$ cat src/rtl/pll_clock_manager_if.sv
// Signal bundle between the post-PLL clock/reset manager and the logic it serves.
// The manager owns the slave side; whoever drives lock, divisors and load
// strobes (top level or bench) owns the master side.
interface pll_clock_manager_if #(
  parameter int NUM_CH = 2,
  parameter int DIV_W  = 16
);

  logic                    pll_locked;
  logic [NUM_CH*DIV_W-1:0] div;
  logic                    div_load;
  logic                    sys_reset;
  logic                    ready;
  logic [NUM_CH-1:0]       ce;
  logic [7:0]              lock_loss_cnt;

  modport master (
    output pll_locked, div, div_load,
    input  sys_reset, ready, ce, lock_loss_cnt
  );

  modport slave (
    input  pll_locked, div, div_load,
    output sys_reset, ready, ce, lock_loss_cnt
  );

endinterface

$ cat src/rtl/pll_clock_manager.sv
// Post-PLL clock/reset manager.
// Filters the raw PLL lock, sequences a clean synchronous system reset and
// produces NUM_CH run-time divisible clock-enable strobes in the PLL domain.
// Optional feature macro: LOCK_MONITOR_EN
//   defined   : loss of lock in HOLD/RUN drops back to WAIT_LOCK and is counted
//   undefined : once HOLD is reached lock loss is ignored until reset,
//               lock_loss_cnt is tied to zero
module pll_clock_manager #(
  parameter int NUM_CH      = 2,
  parameter int DIV_W       = 16,
  parameter int LOCK_CYCLES = 16,
  parameter int RESET_HOLD  = 8,
  parameter int DIV_INIT    = 4
) (
  input  logic                    clk,
  input  logic                    reset,
  pll_clock_manager_if.slave      bus
);

  localparam int LOCK_W = $clog2(LOCK_CYCLES) + 1;
  localparam int HOLD_W = $clog2(RESET_HOLD) + 1;

  typedef enum logic [1:0] {
    WAIT_LOCK = 2'd0,
    STABLE    = 2'd1,
    HOLD      = 2'd2,
    RUN       = 2'd3
  } state_t;

  logic              r_sync1;
  logic              r_lkS;
  state_t            r_state;
  state_t            w_nextState;
  logic [LOCK_W-1:0] r_lockCnt;
  logic [LOCK_W-1:0] w_lockCntNext;
  logic [HOLD_W-1:0] r_holdCnt;
  logic [HOLD_W-1:0] w_holdCntNext;
  logic              r_sysReset;
  logic              r_ready;

  logic [DIV_W-1:0]  r_div   [NUM_CH];
  logic [DIV_W-1:0]  r_chCnt [NUM_CH];
  logic [NUM_CH-1:0] w_wrap;
  logic [NUM_CH-1:0] w_ce;

`ifdef LOCK_MONITOR_EN
  logic              w_lossEvent;
  logic [7:0]        r_lossCnt;
`endif

  // Lock synchronizer, FSM state, sequencing counters and registered reset/ready
  always_ff @(posedge clk) begin
    if (reset) begin
      r_sync1    <= 1'b0;
      r_lkS      <= 1'b0;
      r_state    <= WAIT_LOCK;
      r_lockCnt  <= '0;
      r_holdCnt  <= '0;
      r_sysReset <= 1'b1;
      r_ready    <= 1'b0;
    end else begin
      r_sync1    <= bus.pll_locked;
      r_lkS      <= r_sync1;
      r_state    <= w_nextState;
      r_lockCnt  <= w_lockCntNext;
      r_holdCnt  <= w_holdCntNext;
      r_sysReset <= (w_nextState != RUN);
      r_ready    <= (w_nextState == RUN);
    end
  end

  // Next-state logic: qualify lock for LOCK_CYCLES, hold reset RESET_HOLD cycles, then run
  always_comb begin
    w_nextState   = r_state;
    w_lockCntNext = r_lockCnt;
    w_holdCntNext = r_holdCnt;
`ifdef LOCK_MONITOR_EN
    w_lossEvent   = 1'b0;
`endif
    unique case (r_state)
      WAIT_LOCK: begin
        w_lockCntNext = '0;
        w_holdCntNext = '0;
        if (r_lkS) begin
          w_nextState = STABLE;
        end
      end
      STABLE: begin
        if (!r_lkS) begin
          w_nextState   = WAIT_LOCK;
          w_lockCntNext = '0;
        end else if (r_lockCnt == LOCK_W'(LOCK_CYCLES - 1)) begin
          w_nextState   = HOLD;
          w_lockCntNext = '0;
          w_holdCntNext = '0;
        end else begin
          w_lockCntNext = r_lockCnt + LOCK_W'(1);
        end
      end
      HOLD: begin
        if (r_holdCnt == HOLD_W'(RESET_HOLD - 1)) begin
          w_nextState = RUN;
        end else begin
          w_holdCntNext = r_holdCnt + HOLD_W'(1);
        end
      end
      RUN: begin
        w_nextState = RUN;
      end
      default: begin
        w_nextState = WAIT_LOCK;
      end
    endcase
`ifdef LOCK_MONITOR_EN
    if (((r_state == HOLD) || (r_state == RUN)) && !r_lkS) begin
      w_nextState   = WAIT_LOCK;
      w_lockCntNext = '0;
      w_holdCntNext = '0;
      w_lossEvent   = 1'b1;
    end
`endif
  end

  // Wrap detection per channel; strobes only in RUN and never in a load cycle
  always_comb begin
    w_wrap = '0;
    w_ce   = '0;
    for (int i = 0; i < NUM_CH; i++) begin
      w_wrap[i] = (r_div[i] <= DIV_W'(1)) || (r_chCnt[i] >= (r_div[i] - DIV_W'(1)));
      w_ce[i]   = (r_state == RUN) && !bus.div_load && w_wrap[i];
    end
  end

  // Divisor registers and channel counters; a load restarts every channel at zero
  always_ff @(posedge clk) begin
    if (reset) begin
      for (int i = 0; i < NUM_CH; i++) begin
        r_div[i]   <= DIV_W'(DIV_INIT);
        r_chCnt[i] <= '0;
      end
    end else begin
      for (int i = 0; i < NUM_CH; i++) begin
        if (bus.div_load) begin
          r_div[i] <= bus.div[i*DIV_W +: DIV_W];
        end
        if ((r_state != RUN) || bus.div_load || w_wrap[i]) begin
          r_chCnt[i] <= '0;
        end else begin
          r_chCnt[i] <= r_chCnt[i] + DIV_W'(1);
        end
      end
    end
  end

`ifdef LOCK_MONITOR_EN
  // Saturating count of lock-loss events seen after lock qualification
  always_ff @(posedge clk) begin
    if (reset) begin
      r_lossCnt <= 8'd0;
    end else if (w_lossEvent && (r_lossCnt != 8'hFF)) begin
      r_lossCnt <= r_lossCnt + 8'd1;
    end
  end

  assign bus.lock_loss_cnt = r_lossCnt;
`else
  assign bus.lock_loss_cnt = 8'd0;
`endif

  assign bus.sys_reset = r_sysReset;
  assign bus.ready     = r_ready;
  assign bus.ce        = w_ce;

endmodule

$ cat src/flat_wrapper.sv
// flat-port wrapper written by rule: the top's interface ports become plain ports
module pll_clock_manager_flat 
#(
  parameter int NUM_CH      = 2,
  parameter int DIV_W       = 16,
  parameter int LOCK_CYCLES = 16,
  parameter int RESET_HOLD  = 8,
  parameter int DIV_INIT    = 4
)
  (clk, reset, bus_pll_locked, bus_div, bus_div_load, bus_sys_reset, bus_ready, bus_ce, bus_lock_loss_cnt);
  pll_clock_manager_if #(.NUM_CH(NUM_CH), .DIV_W(DIV_W)) bus_i ();
  input  logic clk;
  input  logic reset;
  input wire logic [$bits(bus_i.pll_locked)-1:0] bus_pll_locked;
  input wire logic [$bits(bus_i.div)-1:0] bus_div;
  input wire logic [$bits(bus_i.div_load)-1:0] bus_div_load;
  output wire logic [$bits(bus_i.sys_reset)-1:0] bus_sys_reset;
  output wire logic [$bits(bus_i.ready)-1:0] bus_ready;
  output wire logic [$bits(bus_i.ce)-1:0] bus_ce;
  output wire logic [$bits(bus_i.lock_loss_cnt)-1:0] bus_lock_loss_cnt;
  assign bus_i.pll_locked = bus_pll_locked;
  assign bus_i.div = bus_div;
  assign bus_i.div_load = bus_div_load;
  assign bus_sys_reset = bus_i.sys_reset;
  assign bus_ready = bus_i.ready;
  assign bus_ce = bus_i.ce;
  assign bus_lock_loss_cnt = bus_i.lock_loss_cnt;
  pll_clock_manager #(.NUM_CH(NUM_CH), .DIV_W(DIV_W), .LOCK_CYCLES(LOCK_CYCLES), .RESET_HOLD(RESET_HOLD), .DIV_INIT(DIV_INIT)) u_core (.clk(clk), .reset(reset), .bus(bus_i));
endmodule
$ cat config.mk
export PLATFORM = sky130hd
export DESIGN_NAME = pll_clock_manager_flat
export DESIGN_NICKNAME = d
export VERILOG_FILES = /design/src/rtl/pll_clock_manager_if.sv /design/src/rtl/pll_clock_manager.sv /design/src/flat_wrapper.sv
export SDC_FILE = /design/constraint.sdc
export NUM_CORES = 1
export LEC_CHECK = 0
export BUFFER_PORTS_ARGS = -buffer_cell sky130_fd_sc_hd__clkbuf_2
export CAP_MARGIN = 30
export CORE_MARGIN = 8
export CORE_UTILIZATION = 62
export CTS_CLUSTER_DIAMETER = 150
export CTS_CLUSTER_SIZE = 40
export DETAILED_ROUTE_END_ITERATION = 10
export PLACE_DENSITY = 0.83
export SYNTH_ARGS = -nofsm -noshare
export SYNTH_HDL_FRONTEND = slang
export SYNTH_SLANG_ARGS = --single-unit
$ cat constraint.sdc
create_clock -name clk -period 6.7 [get_ports clk]
set_input_delay 1.34 -clock clk [delete_from_list [all_inputs] [get_ports clk]]
set_output_delay 1.34 -clock clk [all_outputs]
set_load 0.01 [all_outputs]
==> flow_summary.json, run 1 <==
{
  "antenna_found_initial": 0,
  "r2r_cells": 10,
  "gr-usage-all-layers_pct": 17.4,
  "synth.top_cells.by_area": "edfxtp_1 (40%), ha_1 (10%), dfxtp_1 (6.2%), xnor2_1 (5.5%), xor2_1 (4.9%)",
  "yosysSeqAreaShare_pct": 46.2,
  "wl_per_cell_microns": 14.6,
  "r2r_slack_ps": 3070,
  "synth_async_sr_flop_share_pct": 0,
  "min_period_ps": 4810,
  "hold_viol": 0,
  "cts.sinks": 79,
  "fin_nets": 608,
  "h-tree-depth": 3,
  "cts_inserted_buffers": 9,
  "drt_first_iter_violations": 161,
  "grt_max_degree": 33,
  "die_h_microns": 104,
  "fmax_mhz": 208,
  "skew_ps": 8.36,
  "relSlewSlack_pct": 49.1,
  "layout-drive-gt1-share_pct": 15.1,
  "holdPathEnd": "u_core.r_lkS",
  "syn_area_sq_um": 4810,
  "met2_usage_pct": 28.9,
  "yosysWarnings": 0,
  "grt_use_met3_pct": 3.59,
  "r2r-start": "u_core.r_div[0][22]",
  "drt-total-wl_microns": 9310,
  "rows": 32,
  "insertedDiodeCount": 0,
  "post-route-util_pct": 70.4,
  "cts-root-buf": "clkbuf_8",
  "final.setup.tns_ps": 0,
  "avgSynthCellArea_sq_um": 10.5,
  "global_route.usage.met1_pct": 21.4,
  "timing.hold.ws_ps": 455,
  "gr-total-overflow": 0,
  "status": "complete, no violations",
  "hold_path.class": "reg -> reg",
  "final_cell_mix": "edfxtp_1 (64), nor2_1 (56), ha_1 (40), conb_1 (40), clkbuf_2 (39)",
  "place.gp.congestion": 0.852,
  "final_common_cell": "edfxtp_1",
  "vias_per_cell": 5.35,
  "postCtsResizedCells": 0,
  "crit_fanout": 5,
  "timing.rr.end": "u_core.r_chCnt[1][4]",
  "synth_edf_count": 64,
  "route.detailed.drc": 0,
  "yosysUniqueCellTypes": 51,
  "holdPathStages": 1,
  "startpoint_type": "register",
  "die_area_sq_um": 10800,
  "drv_slew": 0,
  "max_cap_violations": 0,
  "die_w_microns": 104,
  "port_buffers": 39,
  "fin_crit_sh_pct": 71.9,
  "ys_seq_elements": 79,
  "synth_flop_cell": "edfxtp_1",
  "dr.pass1.iters": 5,
  "grt_pass1_wl_microns": 15700,
  "p_leak_nw": 2.11,
  "grt_setup_unrepaired": "no",
  "path_clk_slew_ps": 90,
  "ant_nets": 0,
  "coreArea_sq_um": 7610,
  "crit_path_end_kind": "output port",
  "initial_core_util_pct": 63.2,
  "p_per_area_nw_per_um2": 195,
  "dp_hpwl_microns": 7320,
  "cts_buffer_depth": 2,
  "required_ps": 5360,
  "tightest_slew_ps": 763,
  "syn2layout_area_growth_pct": 11.4,
  "irDropWorstVdd_mv": 0.128,
  "io_pins": 48,
  "hold_start": "u_core.r_sync1",
  "busiest_layer": "met2",
  "syn_inst": 460,
  "clk_latency_ps": 350,
  "cts_tree": "yes",
  "nFillCells": 594,
  "setup_violations": 0,
  "grt_pass1_vias": 3502,
  "holdBufCountCts": 0,
  "vias": 3416,
  "postCtsSetupRepairBufs": 0,
  "criticalPathCategory": "reg -> out",
  "synth_area_leader_cell": "edfxtp_1",
  "worstPathArrival_ps": 3470,
  "netlist.area_leader.share_pct": 39.9
}
==> critical path: stages (launching register included) <==
cell	delay (ps)
edfxtp_1	460
or4_4	590
or3_4	380
nor2_1	100
nand2_1	70
xor2_1	150
ha_1	290
nand2_1	80
nor4_1	370
a221oi_1	170
a31oi_1	260
clkbuf_2	180
==> through the flow <==
| stage | instances | worst slack [ps] | instance area [sq um] | total power (W) |
|---|---|---|---|---|
| after CTS | 639 | 1880 | 5360 | 0.00105 |
| after global placement | 623 | 2380 | 5180 | 0.000714 |
| after global routing | 639 | 1710 | 5360 | 0.00109 |
| after floorplan | 498 | 2590 | 4950 | 0.000687 |
| after detailed placement | 623 | 2290 | 5180 | 0.000723 |
| final | 639 | 1890 | 5360 | 0.00104 |
==> Yosys cell counts (all sizes together) (2+ instances only) <==
cell type	n
or3	3
a31oi	6
or2	2
buf	10
or4	3
inv	11
nor3	13
nand2	28
nor2	67
mux2i	2
and3	7
dfxtp	15
o21ai	6
nor2b	5
a21oi	19
clkbuf	7
nand3b	5
nand4	9
nor3b	2
nand2b	3
nor4	9
conb	2
xor2	27
xnor2	30
ha	40
and2	30
and4	3
nand3	18
edfxtp	64
==> report_power, final <==
part           internal [W]  switching [W]
clock              0.000139       0.000190
sequential         0.000555      0.0000283
combinational     0.0000605      0.0000705
==> logic make-up after synthesis <==
logic type | share of synthesized area (%)
flip-flops | 46.2
XOR/XNOR | 10.4
multiplexers | 0.416
other | 0.156
buffers and inverters | 3.04
AND/OR/NAND/NOR | 23.9
adder cells (fa/ha/maj) | 10.4
AO/OA/AOI/OAI | 5.54
==> how the worst max path moves through the flow <==
stage / start / to / cells after the start
3_5_place_dp: u_core.r_div[0][22] / bus_ce[1] / 11
3_3_place_gp: u_core.r_div[0][22] / bus_ce[1] / 11
2_1_floorplan: u_core.r_div[0][22] / bus_ce[1] / 10
4_1_cts: u_core.r_div[0][22] / bus_ce[1] / 11
6_report: u_core.r_div[0][22] / bus_ce[1] / 11
5_1_grt: u_core.r_div[0][22] / bus_ce[1] / 11
==> per-layer routing <==
| metal | routed length, microns | vias up |
|---|---|---|
| li1 | - | 1729 |
| met1 | 4260 | 1592 |
| met2 | 4420 | 80 |
| met3 | 444 | 15 |
| met4 | 181 | 0 |
| met5 | 0 | - |
==> state kept, by name, indices dropped and copies added (netlist names) <==
name,cells
u_core.r_lkS,1
u_core.r_state,2
u_core.bus.ready,1
u_core.r_lockCnt,5
u_core.r_div,32
u_core.bus.sys_reset,1
u_core.r_sync1,1
u_core.r_holdCnt,4
u_core.r_chCnt,32
==> final cells by class <==
class,count,area (sq um),area share [%]
sequential,79,2220,41.5
multi-input combinational,391,2580,48.2
clock buffer,9,124,2.31
timing repair buffer,40,203,3.78
inverter,11,41.3,0.771
tap,102,128,2.38
clock inverter,7,55.1,1.03
Power figures use the tool's default switching activity.
==> inputs of run 2 (changes only) <==
--- a/config.mk
+++ b/config.mk
@@ -8,11 +8,11 @@
 export BUFFER_PORTS_ARGS = -buffer_cell sky130_fd_sc_hd__clkbuf_2
 export CAP_MARGIN = 30
 export CORE_MARGIN = 8
-export CORE_UTILIZATION = 62
+export CORE_UTILIZATION = 60
 export CTS_CLUSTER_DIAMETER = 150
 export CTS_CLUSTER_SIZE = 40
 export DETAILED_ROUTE_END_ITERATION = 10
-export PLACE_DENSITY = 0.83
+export PLACE_DENSITY = 0.81
 export SYNTH_ARGS = -nofsm -noshare
 export SYNTH_HDL_FRONTEND = slang
 export SYNTH_SLANG_ARGS = --single-unit
==> constraint.sdc (replaced) <==
create_clock -name clk -period 4.5 [get_ports clk]
set_input_delay 0.9 -clock clk [delete_from_list [all_inputs] [get_ports clk]]
set_output_delay 0.9 -clock clk [all_outputs]
set_load 0.01 [all_outputs]
==> run 2 against run 1 <==
Against the previous run:
- total power up 57%
- worst setup slack worse by 1700 ps
- non-clock buffer count unchanged
- hold slack worse by 9.2 ps
- sequential share of layout area down 0.41 points
- cell area up 1.0%
- via count up 0.56%
- combinational power up 53%
- count of clock-buffer cells in the layout up 1
- critical endpoint unchanged
- clock skew up 3.6 ps
- largest cell class unchanged
- flip-flop and latch count unchanged
- register-to-register slack worse by 2200 ps
- largest power group unchanged
==> flow_summary.json, run 2 (synthesis results as in run 1) <==
{
  "startpoint_type": "register",
  "die_w_microns": 106,
  "post-route-util_pct": 69.7,
  "route.detailed.drc": 0,
  "port_buffers": 39,
  "grt_setup_unrepaired": "no",
  "crit_path_end_kind": "output port",
  "drt_first_iter_violations": 143,
  "holdPathStages": 1,
  "grt_pass1_wl_microns": 15600,
  "drv_slew": 0,
  "place.gp.congestion": 0.840,
  "path_clk_slew_ps": 80,
  "final_cell_mix": "edfxtp_1 (64), nor2_1 (56), ha_1 (40), conb_1 (40), clkbuf_2 (39)",
  "io_pins": 48,
  "vias_per_cell": 5.38,
  "status": "complete, no violations",
  "grt_pass1_vias": 3365,
  "slowest_stage": "or4_4",
  "crit_chain": "or4_4 > or3_4 > nor2_1 > nand2_1 > xor2_1 > ha_1 > nand2_1 > nor4_4 > o311ai_1 > a31oi_1 > clkbuf_2",
  "cts_tree": "yes",
  "min_period_ps": 4330,
  "die_h_microns": 106,
  "grt_max_degree": 33,
  "dr.pass1.iters": 4,
  "cts-root-buf": "clkbuf_8",
  "wl_per_cell_microns": 14.6,
  "rows": 32,
  "criticalPathCategory": "reg -> out",
  "crit_fanout": 5,
  "die_area_sq_um": 11100,
  "r2r_slack_ps": 890,
  "hold_start": "u_core.r_sync1",
  "hold_viol": 0,
  "p_leak_nw": 2.12,
  "tightest_slew_ps": 741,
  "r2r_cells": 11,
  "antenna_found_initial": 0,
  "irDropWorstVdd_mv": 0.216,
  "final_common_cell": "edfxtp_1",
  "fin_crit_sh_pct": 96.1,
  "initial_core_util_pct": 61.9,
  "crit_path_frequent_cell": "nand2_1",
  "switching_share_pct": 25.0,
  "skew_ps": 12.0,
  "fmax_mhz": 231,
  "final.setup.tns_ps": 0,
  "worstPathArrival_ps": 3430,
  "fin_nets": 608,
  "syn2layout_area_growth_pct": 12.5,
  "insertedDiodeCount": 0,
  "ant_nets": 0,
  "setup_violations": 0,
  "clk_latency_ps": 350,
  "postCtsSetupRepairBufs": 0,
  "layout-drive-gt1-share_pct": 15.1,
  "max_cap_violations": 0,
  "timing.rr.end": "u_core.r_chCnt[1][5]",
  "hold_path.class": "reg -> reg",
  "coreArea_sq_um": 7770,
  "cts_buffer_depth": 2,
  "slowest_delay_ps": 580,
  "gr-usage-all-layers_pct": 17.1,
  "r2r-start": "u_core.r_div[0][22]",
  "gr-total-overflow": 0,
  "required_ps": 3600,
  "relSlewSlack_pct": 50.6,
  "cts_inserted_buffers": 9,
  "internal-power_w": 0.00123,
  "drt-total-wl_microns": 9330,
  "h-tree-depth": 3,
  "holdPathEnd": "u_core.r_lkS",
  "reg.largest.list": "u_core.r_chCnt (32), u_core.r_div (32), u_core.r_lockCnt (5)",
  "clkPwrFrac_pct": 34.7,
  "combPwrFrac_pct": 12.2,
  "cts.sinks": 79,
  "p_per_area_nw_per_um2": 302,
  "p_switching_w": 0.000408,
  "vias": 3435,
  "dp_hpwl_microns": 7160,
  "p_seq_share_pct": 53.1
}
## run 2: stage by stage
| stage | total power [W] | instance area [sq um] | std cells | hold slack (ps) | setup slack, ps |
|---|---|---|---|---|---|
| 2_1_floorplan | 0.00102 | 4950 | 498 | 414 | 830 |
| 3_3_place_gp | 0.00106 | 5180 | 623 | 421 | 646 |
| 3_5_place_dp | 0.00108 | 5180 | 623 | 429 | 467 |
| 4_1_cts | 0.00164 | 5390 | 639 | 448 | 37.1 |
| 5_1_grt | 0.00170 | 5410 | 639 | 479 | 18.3 |
| 6_report | 0.00164 | 5410 | 639 | 446 | 174 |
## run 2: power groups by stage
stage	Sequential [W]	Combinational, W	Clock, W
after floorplan	0.000872	0.000150	0
after global placement	0.000881	0.000182	0
after detailed placement	0.000884	0.000193	0
after CTS	0.000868	0.000196	0.000574
after global routing	0.000874	0.000229	0.000601
final	0.000869	0.000200	0.000568
## run 2: worst max-delay path: cells and delay by family (launching register included)
kind,cells,cell delay (ps)
and+or+nand+nor,6,1590
DFF,1,460
AOI/OAI and AO/OA,2,410
adders and majority gates,1,300
buffers and inverters,1,170
xor gates and xnor gates,1,160
## run 2: final cells by class
| type | instances | area (sq um) |
|---|---|---|
| Clock buffer | 10 | 128 |
| Clock inverter | 6 | 85.1 |
| Fill cell | 589 | 2360 |
| Inverter | 11 | 41.3 |
| Multi-Input combinational cell | 391 | 2610 |
| Sequential cell | 79 | 2220 |
| Tap cell | 102 | 128 |
| Timing Repair Buffer | 40 | 203 |
## run 2: worst max-delay path by stage
stage,start,slack (ps),to,depth (start not counted)
after floorplan,u_core.r_div[0][22],830,bus_ce[1],10
after global placement,u_core.r_div[0][22],650,bus_ce[1],11
after detailed placement,u_core.r_div[0][22],470,bus_ce[1],11
after CTS,u_core.r_div[0][22],40,bus_ce[1],11
after global routing,u_core.r_div[0][22],20,bus_ce[1],11
final,u_core.r_div[0][22],170,bus_ce[1],11
## run 2: timing repair
action / in CTS / in global routing
hold buffers: 0 / 0
resized for setup: 0 / 3
endpoints found under the setup margin: 0 / 2
## run 2: routing by layer
metal	GRT usage (%)	vias to the layer above	share of wire, %
met5	0	-	0
met4	6.23	0	1.4
met3	4.20	10	4.6
met2	27.1	72	47
met1	22.4	1618	47
li1	-	1735	-
==> inputs of run 3 (changes only) <==
==> constraint.sdc (replaced) <==
create_clock -name clk -period 4.7 [get_ports clk]
set_input_delay 0.94 -clock clk [delete_from_list [all_inputs] [get_ports clk]]
set_output_delay 0.94 -clock clk [all_outputs]
set_load 0.01 [all_outputs]
==> run 3 against run 2 <==
Against the previous run:
- core utilization shrank 0.26 points
- largest power group unchanged
- worst setup slack gained 57 ps
- sequential power is 4.4% lower
- critical endpoint unchanged
- clock power down 5.1%
- count of clock-buffer cells in the layout did not move
- clock skew is 1.2 ps higher
- flip-flop and latch count did not move
- register-to-register slack better by 240 ps
==> flow_summary.json, run 3 (synthesis results as in run 1) <==
{
  "gr-usage-all-layers_pct": 17.2,
  "reg.largest.list": "u_core.r_chCnt (32), u_core.r_div (32), u_core.r_lockCnt (5)",
  "holdBufCountCts": 0,
  "insertedDiodeCount": 0,
  "dp_hpwl_microns": 7170,
  "crit_path_frequent_cell": "nand2_1",
  "slowest_stage": "or4_4",
  "crit_path_end_kind": "output port",
  "hold_path.class": "reg -> reg",
  "ant_nets": 0,
  "place.gp.congestion": 0.840,
  "grt_pass1_vias": 3368,
  "relSlewSlack_pct": 51.8,
  "dr.pass1.iters": 4,
  "io_pins": 48,
  "max_cap_violations": 0,
  "route.detailed.drc": 0,
  "crit_chain": "or4_4 > or3_4 > nor2_1 > nand2_1 > xor2_1 > ha_1 > nand2_1 > nor4_1 > o311ai_1 > a31oi_1 > clkbuf_2",
  "postCtsSetupRepairBufs": 0,
  "holdPathStages": 1,
  "gr-total-overflow": 0,
  "clk_latency_ps": 350,
  "stdcell_count": 639,
  "cp.depth": 11,
  "status": "complete, no violations",
  "p_per_area_nw_per_um2": 289,
  "drv_slew": 0,
  "vias_per_cell": 5.36,
  "antenna_found_initial": 0,
  "h-tree-depth": 3,
  "post-route-util_pct": 69.4,
  "fin_crit_sh_pct": 95.1,
  "required_ps": 3760,
  "met2_length_microns": 4280,
  "tightest_slew_ps": 723,
  "die_w_microns": 106,
  "vias": 3428,
  "r2r-start": "u_core.r_div[0][22]",
  "cts.sinks": 79,
  "slowest_delay_ps": 580,
  "grt_pass1_wl_microns": 15800,
  "min_period_ps": 4470,
  "rows": 32,
  "crit_fanout": 5,
  "placed_cells": 623,
  "hold_viol": 0,
  "hold_start": "u_core.r_sync1",
  "cts_tree": "yes",
  "criticalPathCategory": "reg -> out",
  "cts-root-buf": "clkbuf_8",
  "critical_path.top_delay_family": "simple AND/OR/NAND/NOR gates",
  "top_layer": "met4",
  "cts_buffer_depth": 2,
  "r2r_cells": 11,
  "r2r_slack_ps": 1130,
  "final.setup.tns_ps": 0,
  "layout-drive-gt1-share_pct": 14.7,
  "wl_met1_microns": 4330,
  "drt_first_iter_violations": 124,
  "irDropWorstVdd_mv": 0.202,
  "drt-total-wl_microns": 9180,
  "initial_core_util_pct": 61.9,
  "timing.rr.end": "u_core.r_chCnt[1][3]",
  "wl_per_cell_microns": 14.4,
  "syn2layout_area_growth_pct": 12.1,
  "coreArea_sq_um": 7770,
  "fmax_mhz": 224,
  "grt_max_degree": 33,
  "final_common_cell": "edfxtp_1",
  "startpoint_type": "register",
  "die_area_sq_um": 11100,
  "holdPathEnd": "u_core.r_lkS",
  "port_buffers": 39,
  "cp.buffers_inverters": 1,
  "p_leak_nw": 2.12,
  "wl_met3_microns": 424,
  "cts_inserted_buffers": 9,
  "grt_setup_unrepaired": "no",
  "final_cell_mix": "edfxtp_1 (64), nor2_1 (56), ha_1 (40), conb_1 (40), clkbuf_2 (39)",
  "die_h_microns": 106,
  "setup_violations": 0,
  "skew_ps": 13.2,
  "worstPathArrival_ps": 3530,
  "fin_nets": 608,
  "postCtsResizedCells": 0,
  "path_clk_slew_ps": 80
}
[run 3: where the power goes]
part	switching, W	total, W	internal, W
Clock	0.000241	0.000539	0.000298
Sequential	0.0000397	0.000831	0.000792
Combinational	0.000102	0.000188	0.0000866
Total	0.000383	0.00156	0.00118
[run 3: cell type report]
type | instances | area [sq um]
clock inverter | 6 | 85.1
timing repair buffer | 40 | 203
multi-input combinational | 391 | 2580
clock buffer | 10 | 128
inverter | 11 | 41.3
fill | 595 | 2380
sequential | 79 | 2220
tap | 102 | 128
[run 3: per-stage QoR]
stage | total power [W] | setup slack [ps] | hold WS, ps | area (sq um)
finish | 0.00156 | 231 | 453 | 5390
global route | 0.00163 | 64.7 | 480 | 5390
CTS | 0.00157 | 201 | 450 | 5390
detailed placement | 0.00103 | 628 | 429 | 5180
global placement | 0.00102 | 806 | 421 | 5180
floorplan | 0.000979 | 990 | 414 | 4950
[run 3: worst max-delay path by stage]
stage                         from   endpoint  slack [ps]
4_1_cts        u_core.r_div[0][22]  bus_ce[1]         200
2_1_floorplan  u_core.r_div[0][22]  bus_ce[1]         990
5_1_grt        u_core.r_div[0][22]  bus_ce[1]          60
6_report       u_core.r_div[0][22]  bus_ce[1]         230
3_3_place_gp   u_core.r_div[0][22]  bus_ce[1]         810
3_5_place_dp   u_core.r_div[0][22]  bus_ce[1]         630
[run 3: per-layer routing]
layer  track usage, %  vias up
li1                 -     1731
met4             6.13        0
met1             22.8     1611
met5                0        -
met2             27.4       74
met3             3.41       12
